File: src/rtl/video_pattern_scheduler.sv
// Field-synchronous pattern selector for the RGB111 test-pattern path; host requests and
// auto-cycle steps are applied on vsyncStart and masked by BLANK_FRAMES muted fields.
module video_pattern_scheduler #(
  parameter int NUM_PATTERNS = 4,
  parameter int DWELL_FRAMES = 50,
  parameter int BLANK_FRAMES = 1
) (
  input  logic       clk,
  input  logic       nReset,
  input  logic       vsyncStart,
  input  logic       autoCycle,
  input  logic       reqValid,
  input  logic [2:0] reqPattern,
  output logic       reqReady,
  output logic [2:0] patternSel,
  output logic       muteVideo,
  output logic       patternChanged
);

  localparam logic [2:0] LAST_PATTERN = 3'(NUM_PATTERNS - 1);
  localparam logic [3:0] PATTERN_LIMIT = 4'(NUM_PATTERNS);
  localparam logic [9:0] DWELL_LAST = 10'(DWELL_FRAMES - 1);
  localparam logic [3:0] BLANK_LAST = 4'(BLANK_FRAMES - 1);

  typedef enum logic [1:0] {RUN, PEND, BLANK} state_t;

  state_t     state;
  logic [2:0] nextPattern;
  logic [9:0] dwellCount;
  logic [3:0] blankCount;
  logic [2:0] autoPattern;
  logic       reqInRange;

  assign autoPattern = (patternSel == LAST_PATTERN) ? 3'd0 : patternSel + 3'd1;
  assign reqInRange  = ({1'b0, reqPattern} < PATTERN_LIMIT);

  always_ff @(posedge clk or negedge nReset) begin
    if (!nReset) begin
      state          <= BLANK;
      nextPattern    <= 3'd0;
      dwellCount     <= 10'd0;
      blankCount     <= 4'd0;
      patternSel     <= 3'd0;
      muteVideo      <= 1'b1;
      reqReady       <= 1'b0;
      patternChanged <= 1'b0;
    end else begin
      patternChanged <= 1'b0;
      case (state)
        RUN: begin
          // Any completed handshake, even an out-of-range one, outranks the auto step.
          if (reqValid && reqReady) begin
            if (reqInRange) begin
              nextPattern <= reqPattern;
              dwellCount  <= 10'd0;
              reqReady    <= 1'b0;
              state       <= PEND;
            end
          end else if (!autoCycle) begin
            dwellCount <= 10'd0;
          end else if (vsyncStart) begin
            if (dwellCount == DWELL_LAST) begin
              nextPattern <= autoPattern;
              patternSel  <= autoPattern;
              muteVideo   <= 1'b1;
              blankCount  <= 4'd0;
              dwellCount  <= 10'd0;
              reqReady    <= 1'b0;
              state       <= BLANK;
            end else begin
              dwellCount <= dwellCount + 10'd1;
            end
          end
        end
        PEND: begin
          if (vsyncStart) begin
            patternSel <= nextPattern;
            muteVideo  <= 1'b1;
            blankCount <= 4'd0;
            state      <= BLANK;
          end
        end
        BLANK: begin
          if (vsyncStart) begin
            if (blankCount == BLANK_LAST) begin
              muteVideo      <= 1'b0;
              patternChanged <= 1'b1;
              reqReady       <= 1'b1;
              state          <= RUN;
            end else begin
              blankCount <= blankCount + 4'd1;
            end
          end
        end
        default: state <= BLANK;
      endcase
    end
  end

endmodule

File: config.mk
export PLATFORM = sky130hd
export DESIGN_NAME = video_pattern_scheduler
export DESIGN_NICKNAME = d
export VERILOG_FILES = /design/src/rtl/video_pattern_scheduler.sv
export SDC_FILE = /design/constraint.sdc
export NUM_CORES = 1
export LEC_CHECK = 0
export ABC_AREA = 1
export BUFFER_PORTS_ARGS = -buffer_cell sky130_fd_sc_hd__buf_2
export CAP_MARGIN = 20
export CORE_MARGIN = 5
export CORE_UTILIZATION = 63
export CTS_CLUSTER_DIAMETER = 150
export DETAILED_ROUTE_END_ITERATION = 10
export PLACE_DENSITY_LB_ADDON = 0.15
export REMOVE_ABC_BUFFERS = 1
export SLEW_MARGIN = 20
export SYNTH_ARGS = -nofsm -noshare
export SYNTH_HDL_FRONTEND = slang
export SYNTH_SLANG_ARGS = --single-unit
File: constraint.sdc
create_clock -name clk -period 1.9 [get_ports clk]
set_input_delay 0 -clock clk [delete_from_list [all_inputs] [get_ports clk]]
set_output_delay 0 -clock clk [all_outputs]
set_load 0.005 [all_outputs]
==> Implementation_results.wiki, run 1 <==
{| class="wikitable"
! Metric !! Value
|-
| Detailed router's first-iteration violation count || 73
|-
| DRC Markers || 0
|-
| Placeable core region || 2255 um^2
|-
| Maximum clock frequency || 637.3 MHz
|-
| Data arrival time of the worst path || 1.79 ns
|-
| Total routing usage reported by global routing || 20.33%
|-
| Async SR Flop Fraction || 100.0%
|-
| VDD IR max || 731.6 uV
|-
| Count of cell types in the netlist || 25
|-
| First drt pass iteration count || 4
|-
| Num rows || 17
|-
| Post-DR wirelength/cell || 12.46 um
|-
| Most frequent cell on the critical path || nand2_1
|-
| Cell with the largest stage delay on the worst path || dfrtp_1
|-
| Delay contributed by the slowest stage of the critical path || 0.43 ns
|-
| Layout cells sized above 1 || 15.84%
|-
| GRT overflow || 0
|-
| Buffers from clock root to sink, at most || 2
|-
| Non-Filler Instances || 249
|-
| Fillers || 176
|-
| Final net count || 235
|-
| Post-CTS setup buffer count || 0
|-
| Clock slew seen by the registers of the worst setup and hold paths || 0.14 ns
|-
| Final Max Tran Viols || 0
|-
| Post-DRT Antenna Nets || 0
|-
| Post-Synthesis Cells || 202
|-
| Number of antenna violations at the first check in global routing || 0
|-
| Nature of the critical path startpoint || flip-flop
|-
| Pwr dens || 1083 nW/um^2
|-
| Worst slew margin relative to its limit || 62.45%
|-
| Number of antenna diodes || 0
|-
| Pin slew with the least headroom to its limit || 0.5633 ns
|-
| Clk sink count || 25
|-
| Maximum number of pins on one net before global-route repair || 26
|-
| Worst path buffer plus inverter count || 1
|-
| # port buffers || 13
|-
| Launching instance or port of the critical path || dwellCount[1]
|-
| Tightest Hold Check Type || in2reg
|-
| Count of cells resized by post-cts repair || 0
|-
| Max Cap Viol || 0
|-
| Synthesized area divided by synthesized cell count || 7.551 um^2
|-
| Worst Min Path Start || vsyncStart
|-
| Period utilisation layout || 82.59%
|-
| Crit path cell chain || inv_1 > ha_1 > nand2_1 > nor2_1 > nand3_1 > nand2_1 > nand4_1 > nand2_1 > nand2_1
|-
| Share of the yosys chip area belonging to registers || 41.18%
|-
| Critical path type || reg2reg
|-
| DR vias || 1343
|-
| Hold-fix buffer count after cts || 4
|-
| Die outline width || 59.21 um
|-
| Number of synthesized register bits || 25
|-
| Warnings from Yosys || 0
|-
| Area growth from synthesis to final layout || 9.516%
|-
| Buffer type at the clock tree root || clkbuf_4
|-
| Post-Route Hold Slack || 0.04458 ns
|-
| Number of failing hold endpoints at the final stage || 0
|-
| Synth Cell Area || 1525 um^2
|-
| Half-perimeter wire length after detailed placement || 2386 um
|-
| Routed vias/inst || 5.394
|-
| Finish-stage setup viols || 0
|-
| Number of enable flip-flop cells after synthesis || 0
|-
| Critical path data required time || 2.12 ns
|-
| Total Wirelength || 3103 um
|-
| Number of placed instances, taps included || 241
|-
| Crit end category || flip-flop
|-
| Final worst clock skew || 0.009804 ns
|-
| Wire length of the first global-routing pass || 5533 um
|-
| Initial core utilization || 67.65%
|-
| Maximum fanout along the worst path || 6
|-
| Post-layout minimum cycle time || 1.569 ns
|-
| Number of CTS-inserted buffers || 3
|-
| Insertion delay of the later-clocked pin in the worst-skew pair || 0.32 ns
|-
| # H-tree levels || 1
|-
| Total power || 1.809 mW
|-
| Register-to-Register Setup Slack || 0.33 ns
|-
| DP Area || 1603 um^2
|-
| Die Outline Area || 3505 um^2
|-
| RSZ-0062 raised after global routing || false
|-
| TritonCTS clock tree || built
|-
| Reg-to-Reg Start || dwellCount[1]
|-
| Run status || complete, no violations
|-
| Routability congestion estimate || 0.8751
|-
| Crit-path leading delay family || simple AND/OR/NAND/NOR gates
|-
| Die Span Y || 59.21 um
|-
| Final Cell Area || 1670 um^2
|-
| Vias in the first global route || 1304
|-
| Standby leakage power || 0.9244 nW
|-
| Main synth FF type || dfrtp_1
|-
| Number of ports placed on the die boundary || 14
|-
| Total negative slack for setup checks || 0 ns
|}
[worst reg2reg max path: stages, from the launching register on]
cell,delay (ns)
dfrtp_1,0.43
inv_1,0.08
ha_1,0.14
nand2_1,0.05
nor2_1,0.08
nand3_1,0.19
nand2_1,0.16
nand4_1,0.17
nand2_1,0.11
nand2_1,0.05
[through the flow]
step / setup WS, ns / util, %
2_1_floorplan: 0.5868 / -
3_3_place_gp: 0.4359 / 71.09
3_5_place_dp: 0.3798 / 71.09
4_1_cts: 0.3682 / 74.08
5_1_grt: 0.1778 / 74.08
6_report: 0.3308 / 74.08
[where the power goes]
group	internal [mW]	total, mW	switching, mW
Sequential	0.655	0.777	0.122
Clock	0.0790	0.240	0.161
Combinational	0.292	0.792	0.500
Total	1.03	1.81	0.784
[sequential cells by signal, indices dropped and copies added, names as in the netlist]
signal	cells
blankCount	4
dwellCount	10
muteVideo	1
nextPattern	3
patternChanged	1
patternSel	3
reqReady	1
state	2
[kinds of logic after synthesis]
logic type,count (synthesis),share of synthesized area [%]
and+or+nand+nor,115,35.03
buffers and inverters,30,8.367
DFF,25,41.18
AOI/OAI and AO/OA,19,6.481
xor gates and xnor gates,5,2.871
adders and majority gates,5,4.102
muxes,3,1.969
[Yosys cell counts (3+ instances only)]
library cell | instances | area share, %
a21oi_1 | 3 | 0.98
dfrtp_1 | 23 | 38
ha_1 | 5 | 4.1
inv_1 | 24 | 5.9
inv_2 | 4 | 0.98
mux2i_1 | 3 | 2.0
nand2_1 | 58 | 14
nand2_2 | 4 | 1.6
nand3_1 | 13 | 4.3
nand4_1 | 8 | 3.3
nor2_1 | 21 | 5.2
nor2_2 | 3 | 1.2
nor3_1 | 3 | 0.98
o21ai_0 | 4 | 1.3
o21ai_1 | 10 | 3.3
xor2_1 | 4 | 2.3
[area by class of cell]
cell class                      instances  area (um^2)  area share, %
Clock buffer                            3        22.52          1.348
Clock inverter                          1        5.005         0.2996
Inverter                               28        105.1          6.292
Multi-Input combinational cell        147        769.5          46.07
Sequential cell                        25        628.1          37.60
Tap cell                               28        35.03          2.097
Timing Repair Buffer                   17        105.1          6.292
[final timing paths]
check	endpoint	cells past startpoint
max	blankCount[1]	9
min	patternChanged	3
max reg2reg	blankCount[1]	9
min reg2reg	muteVideo	2
max in group asynchronous	state[1]	2
min in group asynchronous	dwellCount[4]	2
[layer usage]
metal / part of all wire [%] / GRT usage (%) / vias up
met4: 2.0 / 8.738 / 0
met2: 52 / 36.19 / 42
met5: 0 / 0 / -
met1: 41 / 23.91 / 614
li1: - / - / 677
met3: 4.6 / 3.050 / 10
[cells in the final DEF (no fill, tap or decap)]
master,Yosys,layout
ha_1,5,5
nor2_8,1,1
nor3_1,3,3
o22ai_1,1,1
nor2_1,21,21
nand2_1,58,58
mux2i_1,3,3
dlygate4sd3_1,0,4
o21ai_0,4,4
xor2_1,4,4
clkbuf_4,0,3
nand4_1,8,8
nand2_2,4,4
buf_2,0,13
nor2_2,3,3
nand3_2,1,1
nor2_4,1,1
nand3_1,13,13
inv_2,4,4
nand2_4,2,2
xnor2_1,1,1
inv_1,24,24
clkinv_2,0,1
o21ai_1,10,10
a21oi_1,3,3
a21boi_0,1,1
dfstp_2,2,2
dfrtp_1,23,23
Power figures use the tool's default switching activity.
==> run 2: changes to the inputs <==
--- a/config.mk
+++ b/config.mk
@@ -5,11 +5,11 @@
 export SDC_FILE = /design/constraint.sdc
 export NUM_CORES = 1
 export LEC_CHECK = 0
-export ABC_AREA = 1
+export ABC_AREA = 0
 export BUFFER_PORTS_ARGS = -buffer_cell sky130_fd_sc_hd__buf_2
 export CAP_MARGIN = 20
 export CORE_MARGIN = 5
-export CORE_UTILIZATION = 63
+export CORE_UTILIZATION = 58
 export CTS_CLUSTER_DIAMETER = 150
 export DETAILED_ROUTE_END_ITERATION = 10
 export PLACE_DENSITY_LB_ADDON = 0.15
==> constraint.sdc (replaced) <==
create_clock -name clk -period 1.6 [get_ports clk]
set_input_delay 0 -clock clk [delete_from_list [all_inputs] [get_ports clk]]
set_output_delay 0 -clock clk [all_outputs]
set_load 0.005 [all_outputs]
==> run 2 against run 1 <==
The run now ends with negative setup slack left. Combinational power grew 26%. Die area grew 6.1%. Power grew 21%. Sequential power grew 16%. Synthesized cell count shrank 23%. Via count grew 14%. Worst setup slack lost 0.60 ns. Wire length grew 36%. Clock power grew 16%. Hold slack gained 0.0062 ns. Cell count shrank 4.4%. Sequential share of layout area shrank 6.6 points. Critical endpoint is now patternSel[0]. Largest power group unchanged.
==> Implementation_results.wiki, run 2 <==
{| class="wikitable"
! Metric !! Value
|-
| Post-DR wirelength/cell || 17.67 um (was 12.46 um)
|-
| Number of failing hold endpoints at the final stage || 0 (unchanged)
|-
| GRT overflow || 0 (unchanged)
|-
| Number of antenna diodes || 0 (unchanged)
|-
| Dominant combinational cell family by area after synthesis || compound AO/OA/AOI/OAI gates (was simple AND/OR/NAND/NOR gates)
|-
| Switching pwr || 0.8214 mW (was 0.7838 mW)
|-
| Wire length of the first global-routing pass || 6451 um (was 5533 um)
|-
| Clk sink count || 25 (unchanged)
|-
| TritonCTS clock tree || built (unchanged)
|-
| Number of antenna violations at the first check in global routing || 0 (unchanged)
|-
| Synthesized area divided by synthesized cell count || 9.665 um^2 (was 7.551 um^2)
|-
| Area growth from synthesis to final layout || 34.61% (was 9.516%)
|-
| Share of synthesized cell area in full adder, half adder and majority cells || 4.149% (was 4.102%)
|-
| Number of CTS-inserted buffers || 3 (unchanged)
|-
| Final worst clock skew || 0.005992 ns (was 0.009804 ns)
|-
| Die Span Y || 60.99 um (was 59.21 um)
|-
| Vias in the first global route || 1424 (was 1304)
|-
| Total routing usage reported by global routing || 22.94% (was 20.33%)
|-
| Share of the yosys chip area belonging to registers || 41.66% (was 41.18%)
|-
| Flip-flop count of the largest register, all copies and words added || 10 (unchanged)
|-
| DP Area || 1810 um^2 (was 1603 um^2)
|-
| Placement-stage worst setup slack || -0.3114 ns (was 0.3798 ns)
|-
| Ranking of synthesized cells by instance count || dfrtp_1, nand2_1, o21ai_0 (was nand2_1, inv_1, dfrtp_1)
|-
| Half-perimeter wire length after detailed placement || 2585 um (was 2386 um)
|-
| # H-tree levels || 1 (unchanged)
|-
| Reg-to-Reg Start || dwellCount[3] (was dwellCount[1])
|-
| Buffer type at the clock tree root || clkbuf_4 (unchanged)
|-
| Die Outline Area || 3719 um^2 (was 3505 um^2)
|-
| Portion of netlist area occupied by mux cells || 2.905% (was 1.969%)
|-
| Maximum clock frequency || 536.1 MHz (was 637.3 MHz)
|-
| Hold Crit Endpoint || state[0] (was patternChanged)
|-
| Synth Cell Area || 1508 um^2 (was 1525 um^2)
|-
| Failing checks || negative setup slack
|-
| Final net count || 222 (was 235)
|-
| Pwr dens || 1078 nW/um^2 (was 1083 nW/um^2)
|-
| R2r worst-path depth || 4 (was 9)
|-
| Data arrival time of the worst path || 2.08 ns (was 1.79 ns)
|-
| DR vias || 1527 (was 1343)
|-
| Main synth FF type || dfrtp_1 (unchanged)
|-
| Number of synthesized register bits || 25 (unchanged)
|-
| Register name with the most flops || dwellCount (unchanged)
|-
| Count of cell types in the netlist || 50 (was 25)
|-
| Final Max Tran Viols || 0 (unchanged)
|-
| Layout cells sized above 1 || 38.46% (was 15.84%)
|-
| Clk network pwr share || 12.7% (was 13.3%)
|-
| Final setup slack of the worst path || -0.2652 ns (was 0.3308 ns)
|-
| Synth Area in XOR/XNOR || 0.5809% (was 2.871%)
|-
| Worst Min Path Start || reqPattern[2] (was vsyncStart)
|-
| Routed vias/inst || 6.416 (was 5.394)
|-
| Placeable core region || 2477 um^2 (was 2255 um^2)
|-
| Crit end category || flip-flop (unchanged)
|-
| Detailed router's first-iteration violation count || 88 (was 73)
|-
| Library cell with the largest summed area after synthesis || dfrtp_1 (unchanged)
|-
| Maximum fanout along the worst path || 3 (was 6)
|-
| Pin slew with the least headroom to its limit || 0.5669 ns (was 0.5633 ns)
|-
| Post-DRT Antenna Nets || 0 (unchanged)
|-
| Fraction of the mapped netlist area in simple logic gates || 23.15% (was 35.03%)
|-
| Buffers from clock root to sink, at most || 2 (unchanged)
|-
| Number of enable flip-flop cells after synthesis || 0 (unchanged)
|-
| VDD IR max || 1005 uV (was 731.6 uV)
|-
| DRC Markers || 0 (unchanged)
|-
| Register-to-Register Setup Slack || -0.27 ns (was 0.33 ns)
|-
| Number of placed instances, taps included || 224 (was 241)
|-
| Non-Filler Instances || 238 (was 249)
|-
| Largest cells by area after synthesis || dfrtp_1, o21ai_0, nand2_1, ha_1, dfstp_2 (was dfrtp_1, nand2_1, inv_1, nor2_1, nand3_1)
|-
| Cells on Worst Hold Path || 3 (unchanged)
|-
| Die outline width || 60.99 um (was 59.21 um)
|-
| Clock slew seen by the registers of the worst setup and hold paths || 0.12 ns (was 0.14 ns)
|-
| Initial core utilization || 60.86% (was 67.65%)
|-
| Warnings from Yosys || 0 (unchanged)
|-
| RSZ-0062 raised after global routing || true (was false)
|-
| Final Cell Area || 2029 um^2 (was 1670 um^2)
|-
| Total Wirelength || 4205 um (was 3103 um)
|-
| Most frequent cells in the layout || buf_4, dfrtp_1, nand2_1 (was nand2_1, inv_1, dfrtp_1)
|-
| Share of the core filled with cells in the final layout || 81.92% (was 74.08%)
|-
| Tightest Hold Check Type || in2reg (unchanged)
|-
| Maximum number of pins on one net before global-route repair || 26 (unchanged)
|-
| Insertion delay of the later-clocked pin in the worst-skew pair || 0.31 ns (was 0.32 ns)
|-
| Critical path type || reg2reg (unchanged)
|-
| Post-Synthesis Cells || 156 (was 202)
|-
| Share of the synthesized area in compound gates (AO/OA/AOI/OAI) || 24.40% (was 6.481%)
|-
| Number of ports placed on the die boundary || 14 (unchanged)
|-
| Post-layout minimum cycle time || 1.865 ns (was 1.569 ns)
|-
| Internal power || 1.367 mW (was 1.025 mW)
|-
| Post-Route Hold Slack || 0.05081 ns (was 0.04458 ns)
|-
| Critical path data required time || 1.81 ns (was 2.12 ns)
|-
| Max Cap Viol || 0 (unchanged)
|-
| Async SR Flop Fraction || 100.0% (unchanged)
|-
| Leading cell type by number of instances after synthesis || dfrtp_1 (was nand2_1)
|-
| Routability congestion estimate || 0.8593 (was 0.8751)
|-
| Sequential share of power || 41.4% (was 43.0%)
|-
| Proportion of total power due to net switching || 37.54% (was 43.32%)
|-
| Leading cell type in the layout, fill and taps excluded || buf_4 (was nand2_1)
|-
| Standby leakage power || 0.8802 nW (was 0.9244 nW)
|-
| First drt pass iteration count || 4 (unchanged)
|-
| # port buffers || 13 (unchanged)
|-
| Capturing point of the worst reg2reg path || patternSel[0] (was blankCount[1])
|-
| Yosys top cell area share || 38.17% (was 37.74%)
|-
| Nature of the critical path startpoint || flip-flop (unchanged)
|-
| Worst slew margin relative to its limit || 62.20% (was 62.45%)
|-
| Run status || finished, violations left (was complete, no violations)
|-
| Fraction of power consumed by combinational cells || 45.9% (was 43.8%)
|-
| Num rows || 18 (was 17)
|-
| Finish-stage setup viols || 16 (was 0)
|-
| Largest registers in the final layout || dwellCount (10), blankCount (4) (unchanged)
|-
| Period utilisation layout || 116.6% (was 82.59%)
|}
run 2: per-stage QoR:
stage | total power [mW] | setup TNS, ns
4_1_cts | 2.105 | -2.850
3_3_place_gp | 1.740 | -2.722
2_1_floorplan | 1.382 | -2.118
6_report | 2.188 | -2.928
5_1_grt | 2.327 | -4.124
3_5_place_dp | 1.770 | -3.424
run 2: final cells by class:
cell class                      count  area, um^2
Clock buffer                        4       26.28
Fill cell                         154       447.9
Inverter                            8       30.03
Multi-Input combinational cell    119       939.7
Sequential cell                    25       629.4
Tap cell                           30       37.54
Timing Repair Buffer               52       366.6
run 2: power by group through the flow:
stage / combinational, mW / sequential [mW] / clock, mW
after floorplan: 0.468 / 0.914 / 0
after global placement: 0.837 / 0.903 / 0
after detailed placement: 0.859 / 0.910 / 0
after CTS: 0.921 / 0.902 / 0.283
after global routing: 1.10 / 0.924 / 0.307
final: 1.00 / 0.905 / 0.278
run 2: cell families after synthesis:
group | after synthesis
AOI/OAI and AO/OA | 51
and+or+nand+nor | 58
adders and majority gates | 5
muxes | 4
buffers and inverters | 12
DFF | 25
xor gates and xnor gates | 1
run 2: layer usage:
metal | routed length [um] | share of wire [%] | vias up | track usage [%]
met5 | 0 | 0 | - | 0
met1 | 1618 | 38 | 746 | 27.36
li1 | - | - | 694 | -
met4 | 172 | 4.1 | 0 | 8.978
met3 | 219 | 5.2 | 24 | 3.404
met2 | 2194 | 52 | 63 | 41.22
run 2: critical path: stages, from the launching register on:
cell     delay (ns)
dfrtp_1        0.41
or4_4          0.57
nor4_4         0.26
o21a_1         0.22
mux2_4         0.31
run 2: how the worst max path moves through the flow:
stage | start | to | slack (ns) | cells past startpoint
2_1_floorplan | dwellCount[1] | patternSel[0] | -0.34 | 6
3_3_place_gp | dwellCount[1] | blankCount[2] | -0.26 | 7
3_5_place_dp | dwellCount[1] | blankCount[2] | -0.31 | 7
4_1_cts | dwellCount[8] | patternSel[1] | -0.28 | 4
5_1_grt | dwellCount[3] | blankCount[2] | -0.31 | 5
6_report | dwellCount[3] | patternSel[0] | -0.27 | 4
run 2: timing repair:
| action | in CTS | in global routing |
|---|---|---|
| hold buffers | 2 | 0 |
| pin swaps | 8 | 11 |
| gates resized for setup | 14 | 13 |
| hold endpoints to repair | 24 | 0 |
| endpoints found under the setup margin | 19 | 19 |
| buffers inserted | 5 | 4 |
==> run 3: changes to the inputs <==
--- a/config.mk
+++ b/config.mk
@@ -12,7 +12,7 @@
 export CORE_UTILIZATION = 58
 export CTS_CLUSTER_DIAMETER = 150
 export DETAILED_ROUTE_END_ITERATION = 10
-export PLACE_DENSITY_LB_ADDON = 0.15
+export PLACE_DENSITY_LB_ADDON = 0.12
 export REMOVE_ABC_BUFFERS = 1
 export SLEW_MARGIN = 20
 export SYNTH_ARGS = -nofsm -noshare
==> run 3 against run 2 <==
Global-route usage rose by 2.6 points. Flip-flop and latch count stayed put. Wire length is 8.9% higher. Clock skew rose by 0.00065 ns. Combinational power is 16% higher. Largest power group unchanged. Worst setup slack worse by 0.030 ns. The run still ends with negative setup slack left. First-iteration DRC count is 72% higher. Core utilization is 2.4 points higher.
==> Implementation_results.wiki, run 3 (synthesis results as in run 2) <==
{| class="wikitable"
! Metric !! Value
|-
| Register-to-Register Setup Slack || -0.30 ns (was -0.27 ns)
|-
| Finish-stage setup viols || 15 (was 16)
|-
| Crit end category || flip-flop (unchanged)
|-
| Routability congestion estimate || 0.8433 (was 0.8593)
|-
| Maximum fanout along the worst path || 4 (was 3)
|-
| Total power || 2.339 mW (was 2.188 mW)
|-
| Share of the core filled with cells in the final layout || 84.34% (was 81.92%)
|-
| Detailed router's first-iteration violation count || 151 (was 88)
|-
| Register name with the most flops || dwellCount (unchanged)
|-
| Critical path type || reg2reg (unchanged)
|-
| R2r worst-path depth || 5 (was 4)
|-
| Final Max Tran Viols || 0 (unchanged)
|-
| Number of antenna violations at the first check in global routing || 0 (unchanged)
|-
| Final setup slack of the worst path || -0.2954 ns (was -0.2652 ns)
|-
| Hold Crit Endpoint || state[0] (unchanged)
|-
| Number of placed instances, taps included || 226 (was 224)
|-
| Nature of the critical path startpoint || flip-flop (unchanged)
|-
| Final net count || 221 (was 222)
|-
| GRT overflow || 0 (unchanged)
|-
| Post-DR wirelength/cell || 19.33 um (was 17.67 um)
|-
| Maximum clock frequency || 527.6 MHz (was 536.1 MHz)
|-
| Cells on Worst Hold Path || 3 (unchanged)
|-
| Sequential share of power || 38.0% (was 41.4%)
|-
| Failing checks || negative setup slack (unchanged)
|-
| DR vias || 1534 (was 1527)
|-
| Vias in the first global route || 1528 (was 1424)
|-
| Worst Min Path Start || reqPattern[2] (unchanged)
|-
| Insertion delay of the later-clocked pin in the worst-skew pair || 0.33 ns (was 0.31 ns)
|-
| Die outline width || 60.99 um (unchanged)
|-
| Number of CTS-inserted buffers || 3 (unchanged)
|-
| Placeable core region || 2477 um^2 (unchanged)
|-
| Die Outline Area || 3719 um^2 (unchanged)
|-
| Clk network pwr share || 12.5% (was 12.7%)
|-
| Standby leakage power || 0.8772 nW (was 0.8802 nW)
|-
| Buffer type at the clock tree root || clkbuf_4 (unchanged)
|-
| Wire length of the first global-routing pass || 6975 um (was 6451 um)
|-
| Reg-to-Reg Start || dwellCount[6] (was dwellCount[3])
|-
| Clk sink count || 25 (unchanged)
|-
| Layout cells sized above 1 || 40.58% (was 38.46%)
|-
| Largest registers in the final layout || dwellCount (10), blankCount (4) (unchanged)
|-
| TritonCTS clock tree || built (unchanged)
|-
| Fillers || 130 (was 154)
|-
| Number of ports placed on the die boundary || 14 (unchanged)
|-
| Post-Route Hold Slack || 0.01287 ns (was 0.05081 ns)
|-
| Flip-flop count of the largest register, all copies and words added || 10 (unchanged)
|-
| First drt pass iteration count || 5 (was 4)
|-
| Period utilisation layout || 118.5% (was 116.6%)
|-
| Internal power || 1.429 mW (was 1.367 mW)
|-
| Maximum number of pins on one net before global-route repair || 26 (unchanged)
|-
| Non-Filler Instances || 237 (was 238)
|-
| Post-layout minimum cycle time || 1.895 ns (was 1.865 ns)
|-
| Critical path data required time || 1.82 ns (was 1.81 ns)
|-
| # H-tree levels || 1 (unchanged)
|-
| RSZ-0062 raised after global routing || true (unchanged)
|-
| Leading cell type in the layout, fill and taps excluded || buf_4 (unchanged)
|-
| Initial core utilization || 60.86% (unchanged)
|-
| Total negative slack for setup checks || -3.206 ns (was -2.928 ns)
|-
| Worst slew margin relative to its limit || 61.27% (was 62.20%)
|-
| VDD IR max || 1108 uV (was 1005 uV)
|-
| Final worst clock skew || 0.006645 ns (was 0.005992 ns)
|-
| Num rows || 18 (unchanged)
|-
| Die Span Y || 60.99 um (unchanged)
|-
| Tightest Hold Check Type || in2reg (unchanged)
|-
| Proportion of total power due to net switching || 38.91% (was 37.54%)
|-
| Pwr dens || 1120 nW/um^2 (was 1078 nW/um^2)
|-
| Total Wirelength || 4581 um (was 4205 um)
|-
| Sequential cell area in the final layout || 628.1 um^2 (was 629.4 um^2)
|-
| # port buffers || 13 (unchanged)
|-
| Switching pwr || 0.9101 mW (was 0.8214 mW)
|-
| Capturing point of the worst reg2reg path || blankCount[0] (was patternSel[0])
|-
| Clock slew seen by the registers of the worst setup and hold paths || 0.14 ns (was 0.12 ns)
|-
| Post-DRT Antenna Nets || 0 (unchanged)
|-
| Routed vias/inst || 6.473 (was 6.416)
|-
| Total routing usage reported by global routing || 25.55% (was 22.94%)
|-
| Buffers from clock root to sink, at most || 2 (unchanged)
|-
| Multi-input gate area || 999.7 um^2 (was 939.7 um^2)
|-
| Half-perimeter wire length after detailed placement || 2923 um (was 2585 um)
|-
| Most frequent cells in the layout || buf_4, dfrtp_1, nand2_1 (unchanged)
|-
| Fraction of power consumed by combinational cells || 49.5% (was 45.9%)
|-
| DRC Markers || 0 (unchanged)
|-
| Area growth from synthesis to final layout || 38.59% (was 34.61%)
|-
| Data arrival time of the worst path || 2.12 ns (was 2.08 ns)
|-
| Pin slew with the least headroom to its limit || 0.5810 ns (was 0.5669 ns)
|-
| Max Cap Viol || 0 (unchanged)
|-
| Run status || finished, violations left (unchanged)
|-
| Number of failing hold endpoints at the final stage || 0 (unchanged)
|-
| Number of antenna diodes || 0 (unchanged)
|}
-- run 3: per-layer routing --
layer  vias to the layer above  wire length [um]  GRT usage (%)
li1                        691                 -              -
met1                       758              1695          28.99
met2                        65              2457          46.11
met3                        20               257          4.043
met4                         0               170          12.69
met5                         -                 0              0
-- run 3: worst max path at each step --
stage / start / end / cells past startpoint
after global placement: dwellCount[1] / blankCount[2] / 7
final: dwellCount[6] / blankCount[0] / 5
after floorplan: dwellCount[1] / patternSel[0] / 6
after CTS: dwellCount[6] / patternSel[1] / 4
after detailed placement: dwellCount[1] / reqReady / 7
after global routing: dwellCount[1] / nextPattern[0] / 7
-- run 3: power groups by stage --
| stage | Clock, mW | Sequential (mW) | Combinational (mW) |
|---|---|---|---|
| 2_1_floorplan | 0 | 0.914 | 0.468 |
| 3_3_place_gp | 0 | 0.885 | 0.901 |
| 3_5_place_dp | 0 | 0.894 | 0.939 |
| 4_1_cts | 0.289 | 0.879 | 1.05 |
| 5_1_grt | 0.321 | 0.903 | 1.26 |
| 6_report | 0.292 | 0.889 | 1.16 |
-- run 3: worst max-delay path: stages (launching register included) --
cell and delay [ns]:
dfrtp_1 0.42, or4_4 0.57, nor4_4 0.26, buf_4 0.20
a21oi_4 0.07, mux2_4 0.27
-- run 3: layout make-up --
cell class	instances	area share, %
Tap cell	30	1.796
Timing Repair Buffer	51	17.60
Clock buffer	4	1.257
Multi-Input combinational cell	119	47.84
Sequential cell	25	30.06
Inverter	8	1.437
-- run 3: stage by stage --
step                setup slack, ns  cell area [um^2]
finish                      -0.2954              2090
global route                -0.3836              2090
CTS                         -0.2705              1964
detailed placement          -0.3302              1826
global placement            -0.2581              1826
floorplan                   -0.3449              1490
-- run 3: timing repair --
action | 4_1_cts | 5_1_grt
setup buffers | 5 | 3
endpoints found under the hold margin | 23 | 0
pin swaps | 14 | 6
hold buffers | 1 | 0
resized for setup | 16 | 23
endpoints found under the setup margin | 20 | 20
